$ cat src/rtl/wb_split_n.sv
// Wishbone classic 1-to-NS splitter with a per-access watchdog and error termination.
// Optional error logging (err_adr_o / err_cnt_o) is enabled by defining WB_SPLIT_ERR_LOG_EN.
module wb_split_n #(
    parameter int          NS       = 4,
    parameter int          SEL_LSB  = 16,
    parameter int          SEL_W    = 4,
    parameter int          TIMEOUT  = 255,
    parameter logic [31:0] DEF_DATA = 32'hDEADBEEF
) (
    input  logic             clk_i,
    input  logic             rst_i,
    input  logic             cyc_i,
    input  logic             stb_i,
    input  logic             we_i,
    input  logic [3:0]       sel_i,
    input  logic [31:0]      adr_i,
    input  logic [31:0]      dat_i,
    output logic [31:0]      dat_o,
    output logic             ack_o,
    output logic             s_cyc_o,
    output logic [NS-1:0]    s_stb_o,
    input  logic [NS*32-1:0] s_dat_i,
    input  logic [NS-1:0]    s_ack_i,
    input  logic             err_clr_i,
    output logic             err_irq
`ifdef WB_SPLIT_ERR_LOG_EN
    ,
    output logic [31:0]      err_adr_o,
    output logic [7:0]       err_cnt_o
`endif
);

    localparam int             IW    = (NS > 1) ? $clog2(NS) : 1;
    localparam logic [SEL_W:0] NS_L  = NS[SEL_W:0];
    localparam logic [15:0]    WD_LIM = 16'(TIMEOUT - 1);

    typedef enum logic [1:0] {
        IDLE,
        ACTIVE,
        ERR
    } state_e;

    state_e          state_q, state_d;
    logic [IW-1:0]   idx_q, idx_d;
    logic [15:0]     wd_q, wd_d;
    logic            err_q, err_d;
    logic [SEL_W-1:0] idx;
    logic            mapped;
    logic            err_entry;
    logic            hit_ack;
    logic [31:0]     hit_dat;

    // Write-side signals go straight to the slaves; only the fold keeps them referenced.
    logic unused_ok;
    assign unused_ok = ^{we_i, sel_i, dat_i, adr_i};

    assign idx     = adr_i[SEL_LSB +: SEL_W];
    assign mapped  = ({1'b0, idx} < NS_L);
    assign err_irq = err_q;

    always_comb begin
        hit_ack = 1'b0;
        hit_dat = '0;
        for (int k = 0; k < NS; k++) begin
            if (idx_q == IW'(k)) begin
                hit_ack = s_ack_i[k];
                hit_dat = s_dat_i[32*k +: 32];
            end
        end
    end

    always_comb begin
        state_d   = state_q;
        idx_d     = idx_q;
        wd_d      = wd_q;
        err_entry = 1'b0;
        ack_o     = 1'b0;
        dat_o     = '0;
        s_cyc_o   = 1'b0;
        s_stb_o   = '0;
        unique case (state_q)
            IDLE: begin
                if (cyc_i && stb_i) begin
                    if (mapped) begin
                        idx_d   = idx[IW-1:0];
                        wd_d    = '0;
                        state_d = ACTIVE;
                    end else begin
                        state_d   = ERR;
                        err_entry = 1'b1;
                    end
                end
            end
            ACTIVE: begin
                s_cyc_o = cyc_i;
                for (int k = 0; k < NS; k++) begin
                    s_stb_o[k] = stb_i && (idx_q == IW'(k));
                end
                ack_o = hit_ack;
                dat_o = hit_dat;
                // Ack beats the watchdog limit when both land together.
                if (hit_ack || !cyc_i) begin
                    state_d = IDLE;
                end else if (wd_q >= WD_LIM) begin
                    state_d   = ERR;
                    err_entry = 1'b1;
                end else if (wd_q != 16'hFFFF) begin
                    wd_d = wd_q + 16'd1;
                end
            end
            ERR: begin
                ack_o   = 1'b1;
                dat_o   = DEF_DATA;
                state_d = IDLE;
            end
            default: state_d = IDLE;
        endcase
    end

    always_comb begin
        err_d = err_q;
        if (state_q == ERR) begin
            err_d = 1'b1;
        end else if (err_clr_i) begin
            err_d = 1'b0;
        end
    end

    always_ff @(posedge clk_i or posedge rst_i) begin
        if (rst_i) begin
            state_q <= IDLE;
            idx_q   <= '0;
            wd_q    <= '0;
            err_q   <= 1'b0;
        end else begin
            state_q <= state_d;
            idx_q   <= idx_d;
            wd_q    <= wd_d;
            err_q   <= err_d;
        end
    end

`ifdef WB_SPLIT_ERR_LOG_EN
    logic [31:0] err_adr_q, err_adr_d;
    logic [7:0]  err_cnt_q, err_cnt_d;

    always_comb begin
        err_adr_d = err_adr_q;
        err_cnt_d = err_clr_i ? 8'd0 : err_cnt_q;
        if (err_entry) begin
            err_adr_d = adr_i;
            if (err_cnt_d != 8'hFF) begin
                err_cnt_d = err_cnt_d + 8'd1;
            end
        end
    end

    always_ff @(posedge clk_i or posedge rst_i) begin
        if (rst_i) begin
            err_adr_q <= '0;
            err_cnt_q <= '0;
        end else begin
            err_adr_q <= err_adr_d;
            err_cnt_q <= err_cnt_d;
        end
    end

    assign err_adr_o = err_adr_q;
    assign err_cnt_o = err_cnt_q;
`else
    logic unused_err_entry;
    assign unused_err_entry = err_entry;
`endif

endmodule
$ cat config.mk
export PLATFORM = sky130hd
export DESIGN_NAME = wb_split_n
export DESIGN_NICKNAME = d
export VERILOG_FILES = /design/src/rtl/wb_split_n.sv
export SDC_FILE = /design/constraint.sdc
export NUM_CORES = 1
export LEC_CHECK = 0
export CAP_MARGIN = 20
export CORE_MARGIN = 10
export CORE_UTILIZATION = 26
export CTS_CLUSTER_DIAMETER = 50
export DETAILED_ROUTE_END_ITERATION = 8
export GPL_ROUTABILITY_DRIVEN = 0
export PLACE_DENSITY = 0.78
export SETUP_SLACK_MARGIN = 0.2
export SLEW_MARGIN = 20
export SYNTH_ARGS = -nofsm -noshare
export SYNTH_HDL_FRONTEND = slang
export SYNTH_SLANG_ARGS = --single-unit
$ cat constraint.sdc
create_clock -name clk_i -period 1.9 [get_ports clk_i]
set_clock_uncertainty 0.2 [all_clocks]
set_input_delay 0.285 -clock clk_i [delete_from_list [all_inputs] [get_ports clk_i]]
set_output_delay 0.285 -clock clk_i [all_outputs]
set_load 0.02 [all_outputs]
==> results of run 1 <==
[power groups by stage]
stage	logic [mW]	registers [mW]	clock network [mW]
global route	5.11	0.580	0.335
finish	4.82	0.571	0.303
floorplan	2.13	0.537	0
detailed placement	3.69	0.577	0
global placement	3.63	0.575	0
CTS	4.60	0.570	0.308
[synth_stat cells (3+ instances only)]
master,number
nand3_1,33
nor2b_1,7
nor3_1,8
nand4_1,4
a21o_1,3
ha_1,5
mux4_1,3
nor2_1,10
buf_2,6
and3_1,9
clkbuf_1,11
nand2_1,42
dfrtp_1,21
mux4_2,30
inv_1,10
[cell type report]
type | instances | area, µm²
clock buffers | 3 | 41.3
clock inverters | 1 | 5.00
fillers | 682 | 3340
inverters | 10 | 42.5
multi-input cells | 184 | 2020
flip-flops and latches | 21 | 528
well taps | 108 | 135
repair buffers | 244 | 2560
[layout by cell type, fill, tap and decap left out, types with 4 or more instances in the layout]
| master | count |
|---|---|
| and3_4 | 8 |
| buf_12 | 9 |
| buf_4 | 36 |
| buf_6 | 54 |
| clkdlybuf4s50_1 | 138 |
| dfrtp_1 | 19 |
| inv_1 | 6 |
| mux4_2 | 33 |
| nand2_1 | 29 |
| nand2_2 | 11 |
| nand3_1 | 8 |
| nand3_2 | 24 |
| nand4_1 | 4 |
| nor2_1 | 6 |
| nor2_4 | 4 |
| nor2b_1 | 4 |
| nor3_1 | 5 |
[path summary, 6_finish.rpt]
path                                           start                   end  slack, ns  cells past startpoint
worst max-delay path            idx_q[0]$_DFFE_PP0P_             dat_o[21]      -0.39                      6
worst min-delay path                           rst_i   wd_q[9]$_DFFE_PP0P_       0.15                      3
worst max register to register  idx_q[0]$_DFFE_PP0P_   wd_q[2]$_DFFE_PP0P_      -0.33                      8
worst min register to register   err_irq$_DFFE_PP0P_   err_irq$_DFFE_PP0P_       0.28                      1
max in group asynchronous                      rst_i  idx_q[0]$_DFFE_PP0P_       1.11                      3
min in group clk_i               err_irq$_DFFE_PP0P_   err_irq$_DFFE_PP0P_       0.28                      1
[worst reg2reg max path: stages (launching register included)]
cell     delay, ns
dfrtp_2       0.44
buf_4         0.14
buf_6         0.08
mux4_2        0.52
buf_6         0.16
a21oi_4       0.19
buf_6         0.16
a31o_2        0.16
nand3_1       0.07
[state kept, by name, summed over array words and instances (netlist names)]
| register | count |
|---|---|
| state_q | 2 |
| err_irq | 1 |
| wd_q | 16 |
| idx_q | 2 |
[through the flow]
| step | hold WS (ns) | cell area [µm²] | total power, mW |
|---|---|---|---|
| 2_1_floorplan | 0.0615 | 2420 | 2.66 |
| 3_3_place_gp | 0.258 | 4620 | 4.21 |
| 3_5_place_dp | 0.266 | 4620 | 4.26 |
| 4_1_cts | 0.163 | 5200 | 5.48 |
| 5_1_grt | 0.180 | 5330 | 6.03 |
| 6_report | 0.154 | 5330 | 5.69 |
[routing by layer]
metal  track usage [%]  wire (µm)
met5                 0         13
met4              4.01        278
met3              4.30        907
met2              30.8       6370
met1              19.7       4360
[kinds of logic (layout without fill, tap and decap cells)]
| kind of cell | after synthesis | after routing | synth area share (%) |
|---|---|---|---|
| AO/OA/AOI/OAI | 23 | 23 | 8.92 |
| adder cells (fa/ha/maj) | 5 | 5 | 2.72 |
| buffers and inverters | 31 | 258 | 6.09 |
| flip-flops | 21 | 21 | 22.8 |
| multiplexers | 35 | 35 | 33.8 |
| AND/OR/NAND/NOR | 121 | 121 | 25.7 |
[what timing repair did]
action	CTS	global route
resized for setup	300	27
endpoints found under the setup margin	59	58
setup buffers	14	5
cloned	3	0
pin swaps	34	13
==> flow_summary.ini, run 1 <==
[worst_setup_path]
critPathTopFamily = multiplexers
critical_path_class = register to output port
crit_fanout = 5
cp-start-kind = register
cp.required_ns = 1.41
path_buf_inv = 3
max_stage_delay_ns = 0.52
path_cells = buf_12 > buf_16 > mux4_2 > nand3_2 > nand2_2 > buf_6
cpMaxStageDelayCell = mux4_2
end_kind = output port
worstPathArrival_ns = 1.81

[timing]
clock.fmax_mhz = 437
setup_slack_ns = -0.391
slew_violations = 0
finalSetupViolCount = 48
rsz0062_at_grt = yes
finalSetupTns_ns = -14.21
finalCritPeriodShare_pct = 121
hold_violations = 0
fin_crit_ns = 2.29
max_slew_margin_pct = 76.0
tightest_slew_ns = 0.356

[detailed_routing]
first_pass_iters = 4
postRouteAntennaNets = 0
drt_wl_total_um = 11900
drt_iter0_drc = 239
drcViolationCount = 0
num_vias = 2994
routedWlPerCell_um = 20.9
routed_via_density = 5.24

[yosys]
ys_ff_latch = 21
synth_cell_type_count = 42
syn_area_um2 = 2300
synth_warnings = 0
syn_inst = 236
yosysTopAreaCell = mux4_2
synth_edf_count = 0
syn_avg_cell_area_um2 = 9.75
synthArstFlopShare_pct = 100
synth_top_area_share_pct = 29.4
ys_top_cells_by_area = mux4_2, dfrtp_1, nand3_1
ys.flop_type = dfrtp_1
synthesis.nets = 447
ys_seq_area_share_pct = 22.8

[placement]
dp_hpwl_um = 9160
post-place-cells = 545
dp_slack_ns = -0.537
port_buffers = 179

[grt]
overflow = 0
grt_max_degree = 26
grt_pass1_wl_um = 18000
first_global_vias = 3209
antenna_found_initial = 1
track_usage_pct = 17.1

[clocking]
cts-root-buf = clkbuf_8
clkTransAtPathRegs_ns = 0.08
clock_latency_ns = 0.26
cts_tree = yes
cts_buffers = 3
cts.sinks = 21
ctsHoldBuffers = 0
cts_buffer_depth = 2
htree_levels = 1

[die]
core_area_um2 = 8680
die_area_um2 = 13000
io_pins = 245
num_rows = 34
start_util_pct = 26.5
die_width_um = 114
die_y_um = 114

[pwr]
intPower_mw = 3.30
power_frac_comb_pct = 84.6
peakVddDrop_mv = 0.602
p_leak_nw = 2.19
seq_power_share_pct = 10.0
p_sw_share_pct = 42.1
powerDensity_nw_per_um2 = 1070
clockPowerShare_pct = 5.3
p_sw_mw = 2.40

[cells_and_area]
area_delta_synth_final_pct = 132
layout.nets = 675
drive_gt1_share_pct = 47.1
finalNonFillerCells = 571
antennaDiodeCount = 0
utilization_pct = 61.5

[status]
violations = negative setup slack
outcome = finished, violations left

[flow_run]
maxCapViolations = 0

[hold_path]
min_path_type = primary input to async pin
(Power assumes the default switching activity.)
==> run 2: changes to the inputs <==
--- a/config.mk
+++ b/config.mk
@@ -6,7 +6,6 @@
 export NUM_CORES = 1
 export LEC_CHECK = 0
 export CAP_MARGIN = 20
-export CORE_MARGIN = 10
 export CORE_UTILIZATION = 26
 export CTS_CLUSTER_DIAMETER = 50
 export DETAILED_ROUTE_END_ITERATION = 8
==> run 2 against run 1 <==
The run still ends with negative setup slack left. Flip-flop and latch count unchanged. Global-route usage grew 4.4 points. Clock power grew 6%.
==> flow_summary.ini, run 2 (synthesis results as in run 1) <==
[status]
outcome = finished, violations left
violations = negative setup slack

[die]
core_area_um2 = 8380
die_width_um = 96.1
start_util_pct = 27.5
io_pins = 245
num_rows = 33
die_y_um = 96.1
die_area_um2 = 9230

[detailed_routing]
num_vias = 2983
drcViolationCount = 0
postRouteAntennaNets = 0
routed_via_density = 5.26
drt_iter0_drc = 167
drt_wl_total_um = 10700
first_pass_iters = 4
routedWlPerCell_um = 18.8

[cells_and_area]
finalNonFillerCells = 567
area_delta_synth_final_pct = 133
antennaDiodeCount = 0
fin_area_um2 = 5370
drive_gt1_share_pct = 48.1
layout_commonest_cell = clkdlybuf4s50_1
regMostFlops = wd_q
layout.nets = 674
reg.largest.list = wd_q x16, idx_q x2, state_q x2
layout_common_cells = clkdlybuf4s50_1, buf_6, buf_4
largest_reg_flops = 16

[grt]
antenna_found_initial = 0
first_global_vias = 2998
grt_max_degree = 26
grt_pass1_wl_um = 15000
track_usage_pct = 21.5
overflow = 0

[clocking]
clock_latency_ns = 0.27
clkTransAtPathRegs_ns = 0.09
cts.sinks = 21
cts_buffers = 3
cts-root-buf = clkbuf_8
cts_buffer_depth = 2
cts_tree = yes
htree_levels = 1

[timing]
rsz0062_at_grt = yes
finalSetupViolCount = 48
setup_slack_ns = -0.421
clock.fmax_mhz = 431
fin_crit_ns = 2.32
slew_violations = 0
hold_violations = 0
finalSetupTns_ns = -15.88
finalCritPeriodShare_pct = 122
tightest_slew_ns = 0.349
max_slew_margin_pct = 76.5

[pwr]
peakVddDrop_mv = 0.811
p_leak_nw = 2.21
powerDensity_nw_per_um2 = 1090

[placement]
port_buffers = 179
dpl-instance-area_um2 = 4550
dp_hpwl_um = 7670
post-place-cells = 536

[worst_setup_path]
cp.required_ns = 1.41
critical_path_class = register to output port
end_kind = output port
worstPathArrival_ns = 1.84
crit_start = idx_q[0]$_DFFE_PP0P_
crit_fanout = 5
r2r_cells = 8
cp-start-kind = register
rrSetupSlack_ns = -0.41
r2r_start = idx_q[0]$_DFFE_PP0P_
reg2reg_to = wd_q[5]$_DFFE_PP0P_

[hold_path]
min_path_type = primary input to async pin

[flow_run]
maxCapViolations = 0
## run 2: worst max-delay path by stage
stage                             end  cells past startpoint
2_1_floorplan  state_q[1]$_DFFE_PP0P_                      6
3_3_place_gp                 dat_o[7]                      5
3_5_place_dp                dat_o[17]                      4
4_1_cts                     dat_o[30]                      7
5_1_grt                     dat_o[23]                      7
6_report                    dat_o[23]                      7
## run 2: stage by stage
step / utilization, % / hold slack, ns / total power, mW / worst slack, ns
after floorplan: - / 0.0615 / 2.66 / -0.0161
after global placement: 54.2 / 0.264 / 4.08 / -0.486
after detailed placement: 54.2 / 0.264 / 4.14 / -0.507
after CTS: 62.3 / 0.162 / 5.65 / -0.410
after global routing: 64.0 / 0.204 / 6.14 / -0.493
final: 64.0 / 0.148 / 5.85 / -0.421
## run 2: worst max-delay path: stages (launching register included)
cell and delay, ns:
dfrtp_2 0.44, buf_6 0.12, buf_12 0.09, buf_16 0.11, mux4_2 0.53, nand3_2 0.09, nand2_2 0.05, buf_6 0.13
## run 2: what timing repair did
| item | 4_1_cts | 5_1_grt |
|---|---|---|
| hold endpoints to repair | 0 | 0 |
| cloned | 7 | 0 |
| setup endpoints to repair | 59 | 58 |
| pin swaps | 41 | 19 |
| buffers inserted | 16 | 4 |
| hold buffers | 0 | 0 |
| resized for setup | 303 | 23 |
## run 2: routing by layer
layer / track usage [%] / vias to the layer above / share of wire, %
met5: 0 / - / 0
met4: 4.10 / 0 / 1.7
met3: 2.84 / 21 / 6.6
met2: 40.1 / 137 / 53
met1: 26.3 / 1465 / 38
li1: - / 1360 / -
## run 2: cell type report
type / count / area, µm²
fillers: 648 / 3010
repair buffers: 243 / 2580
multi-input cells: 184 / 2030
flip-flops and latches: 21 / 527
well taps: 105 / 131
inverters: 10 / 45.0
clock buffers: 3 / 41.3
clock inverters: 1 / 7.51
## run 2: where the power goes
group | internal (mW) | switching (mW) | total (mW)
logic | 2.75 | 2.23 | 4.98
clock network | 0.149 | 0.171 | 0.320
registers | 0.496 | 0.0498 | 0.546
==> run 3: changes to the inputs <==
--- a/config.mk
+++ b/config.mk
@@ -6,6 +6,7 @@
 export NUM_CORES = 1
 export LEC_CHECK = 0
 export CAP_MARGIN = 20
+export CORE_ASPECT_RATIO = 1.5
 export CORE_UTILIZATION = 26
 export CTS_CLUSTER_DIAMETER = 50
 export DETAILED_ROUTE_END_ITERATION = 8
@@ -16,3 +17,4 @@
 export SYNTH_ARGS = -nofsm -noshare
 export SYNTH_HDL_FRONTEND = slang
 export SYNTH_SLANG_ARGS = --single-unit
+export TNS_END_PERCENT = 30
==> run 3 against run 2 <==
The flow still finishes with violations (negative setup slack). Worst setup slack improved by 0.050 ns. Wire length shrank 6.7%. Sequential power grew 2%. Core utilization decreased by 5.8 points. First-iteration DRC count increased by 49%. Die area hardly changed. Count of clock-buffer cells in the layout grew 1. Design area decreased by 7.5%. Largest cell class unchanged. Largest power group unchanged.
==> flow_summary.ini, run 3 (synthesis results as in run 1) <==
[cells_and_area]
reg.largest.list = wd_q x16, idx_q x2, state_q x2
drive_gt1_share_pct = 42.9
layout.nets = 653
area_delta_synth_final_pct = 116
regMostFlops = wd_q
largest_reg_flops = 16
layout_common_cells = clkdlybuf4s50_1, buf_6, mux4_2
layout_commonest_cell = clkdlybuf4s50_1
antennaDiodeCount = 0
fin_area_um2 = 4960

[clocking]
cts.sinks = 21
cts_buffer_depth = 2
htree_levels = 1
cts_buffers = 3
clkTransAtPathRegs_ns = 0.06
clock_latency_ns = 0.25
cts_tree = yes
cts-root-buf = clkbuf_16

[grt]
first_global_vias = 3072
track_usage_pct = 20.5
grt_max_degree = 29
overflow = 0
grt_pass1_wl_um = 14600
antenna_found_initial = 0

[pwr]
powerDensity_nw_per_um2 = 1070
peakVddDrop_mv = 0.667
p_leak_nw = 2.05

[detailed_routing]
drt_iter0_drc = 249
drt_wl_total_um = 9970
num_vias = 2919
drcViolationCount = 0
postRouteAntennaNets = 0
routed_via_density = 5.33
routedWlPerCell_um = 18.2
first_pass_iters = 4

[timing]
finalSetupViolCount = 44
max_slew_margin_pct = 72.3
clock.fmax_mhz = 440
rsz0062_at_grt = yes
fin_crit_ns = 2.27
finalSetupTns_ns = -13.46
hold_violations = 0
setup_slack_ns = -0.371
tightest_slew_ns = 0.411
finalCritPeriodShare_pct = 120
slew_violations = 0

[worst_setup_path]
worstPathArrival_ns = 1.79
end_kind = output port
crit_fanout = 5
cp.required_ns = 1.41
critical_path_class = register to output port
cp-start-kind = register

[die]
die_y_um = 117
die_width_um = 78.8
io_pins = 245
start_util_pct = 27.0
die_area_um2 = 9240
core_area_um2 = 8520
num_rows = 41

[placement]
dp_slack_ns = -0.529
dp_hpwl_um = 7720
port_buffers = 179
dpl-instance-area_um2 = 4480

[status]
outcome = finished, violations left
violations = negative setup slack

[flow_run]
maxCapViolations = 0

[hold_path]
min_path_type = primary input to async pin
==> run 3: cell types whose count changed in the layout (fill, tap and decap cells not counted), sizes merged <==
cell | previous run | this run
buf | 102 | 80
clkbuf | 3 | 5
clkdlybuf4s50 | 139 | 138
dlygate4sd2 | 2 | 3
clkinvlp | 1 | 0
==> run 3: metrics by stage <==
stage	total power, mW	hold slack [ns]	utilization, %	instances
after floorplan	2.58	0.0615	-	236
after global placement	4.09	0.262	52.6	537
after detailed placement	4.12	0.269	52.6	537
after CTS	4.90	0.185	55.1	547
after global routing	5.61	0.226	58.3	548
final	5.33	0.167	58.3	548
==> run 3: power breakdown <==
group	internal [mW]	switching, mW	leakage [nW]
Clock	0.286	0.158	0.0382
Sequential	0.497	0.0599	0.284
Combinational	2.35	1.98	1.73
==> run 3: final timing paths <==
kind	start	endpoint	slack, ns	cells past startpoint
min	rst_i	wd_q[2]$_DFFE_PP0P_	0.17	3
max reg2reg	idx_q[0]$_DFFE_PP0P_	state_q[1]$_DFFE_PP0P_	-0.31	7
min in group clk_i	err_irq$_DFFE_PP0P_	err_irq$_DFFE_PP0P_	0.27	1
max	idx_q[0]$_DFFE_PP0P_	dat_o[15]	-0.37	6
max in group asynchronous	rst_i	idx_q[0]$_DFFE_PP0P_	1.10	3
min reg2reg	err_irq$_DFFE_PP0P_	err_irq$_DFFE_PP0P_	0.27	1
==> run 3: area by class of cell <==
class	count	area, µm²
well taps	107	134
multi-input cells	184	1900
flip-flops and latches	21	527
repair buffers	222	2280
fillers	744	3550
inverters	10	37.5
clock buffers	4	78.8
==> run 3: layer usage <==
| layer | share of wire (%) | vias to the layer above | routed length, µm | track usage (%) |
|---|---|---|---|---|
| met5 | 0 | - | 0 | 0 |
| met4 | 1.8 | 0 | 183 | 6.06 |
| met3 | 7.4 | 18 | 741 | 3.80 |
| met2 | 55 | 158 | 5440 | 38.1 |
| met1 | 36 | 1429 | 3600 | 23.8 |
| li1 | - | 1314 | - | - |
==> run 3: worst max-delay path, stage by stage, from the launching register on <==
cell	delay (ns)
dfrtp_2	0.47
buf_6	0.15
clkbuf_16	0.14
mux4_2	0.50
nand3_2	0.09
nand2_2	0.05
buf_6	0.13
==> run 3: timing repair <==
| item | CTS | global route |
|---|---|---|
| gates cloned | 2 | 1 |
| endpoints found under the setup margin | 59 | 58 |
| pin swaps | 17 | 25 |
| hold buffers | 0 | 0 |
| buffers inserted | 4 | 0 |
| gates resized for setup | 220 | 72 |
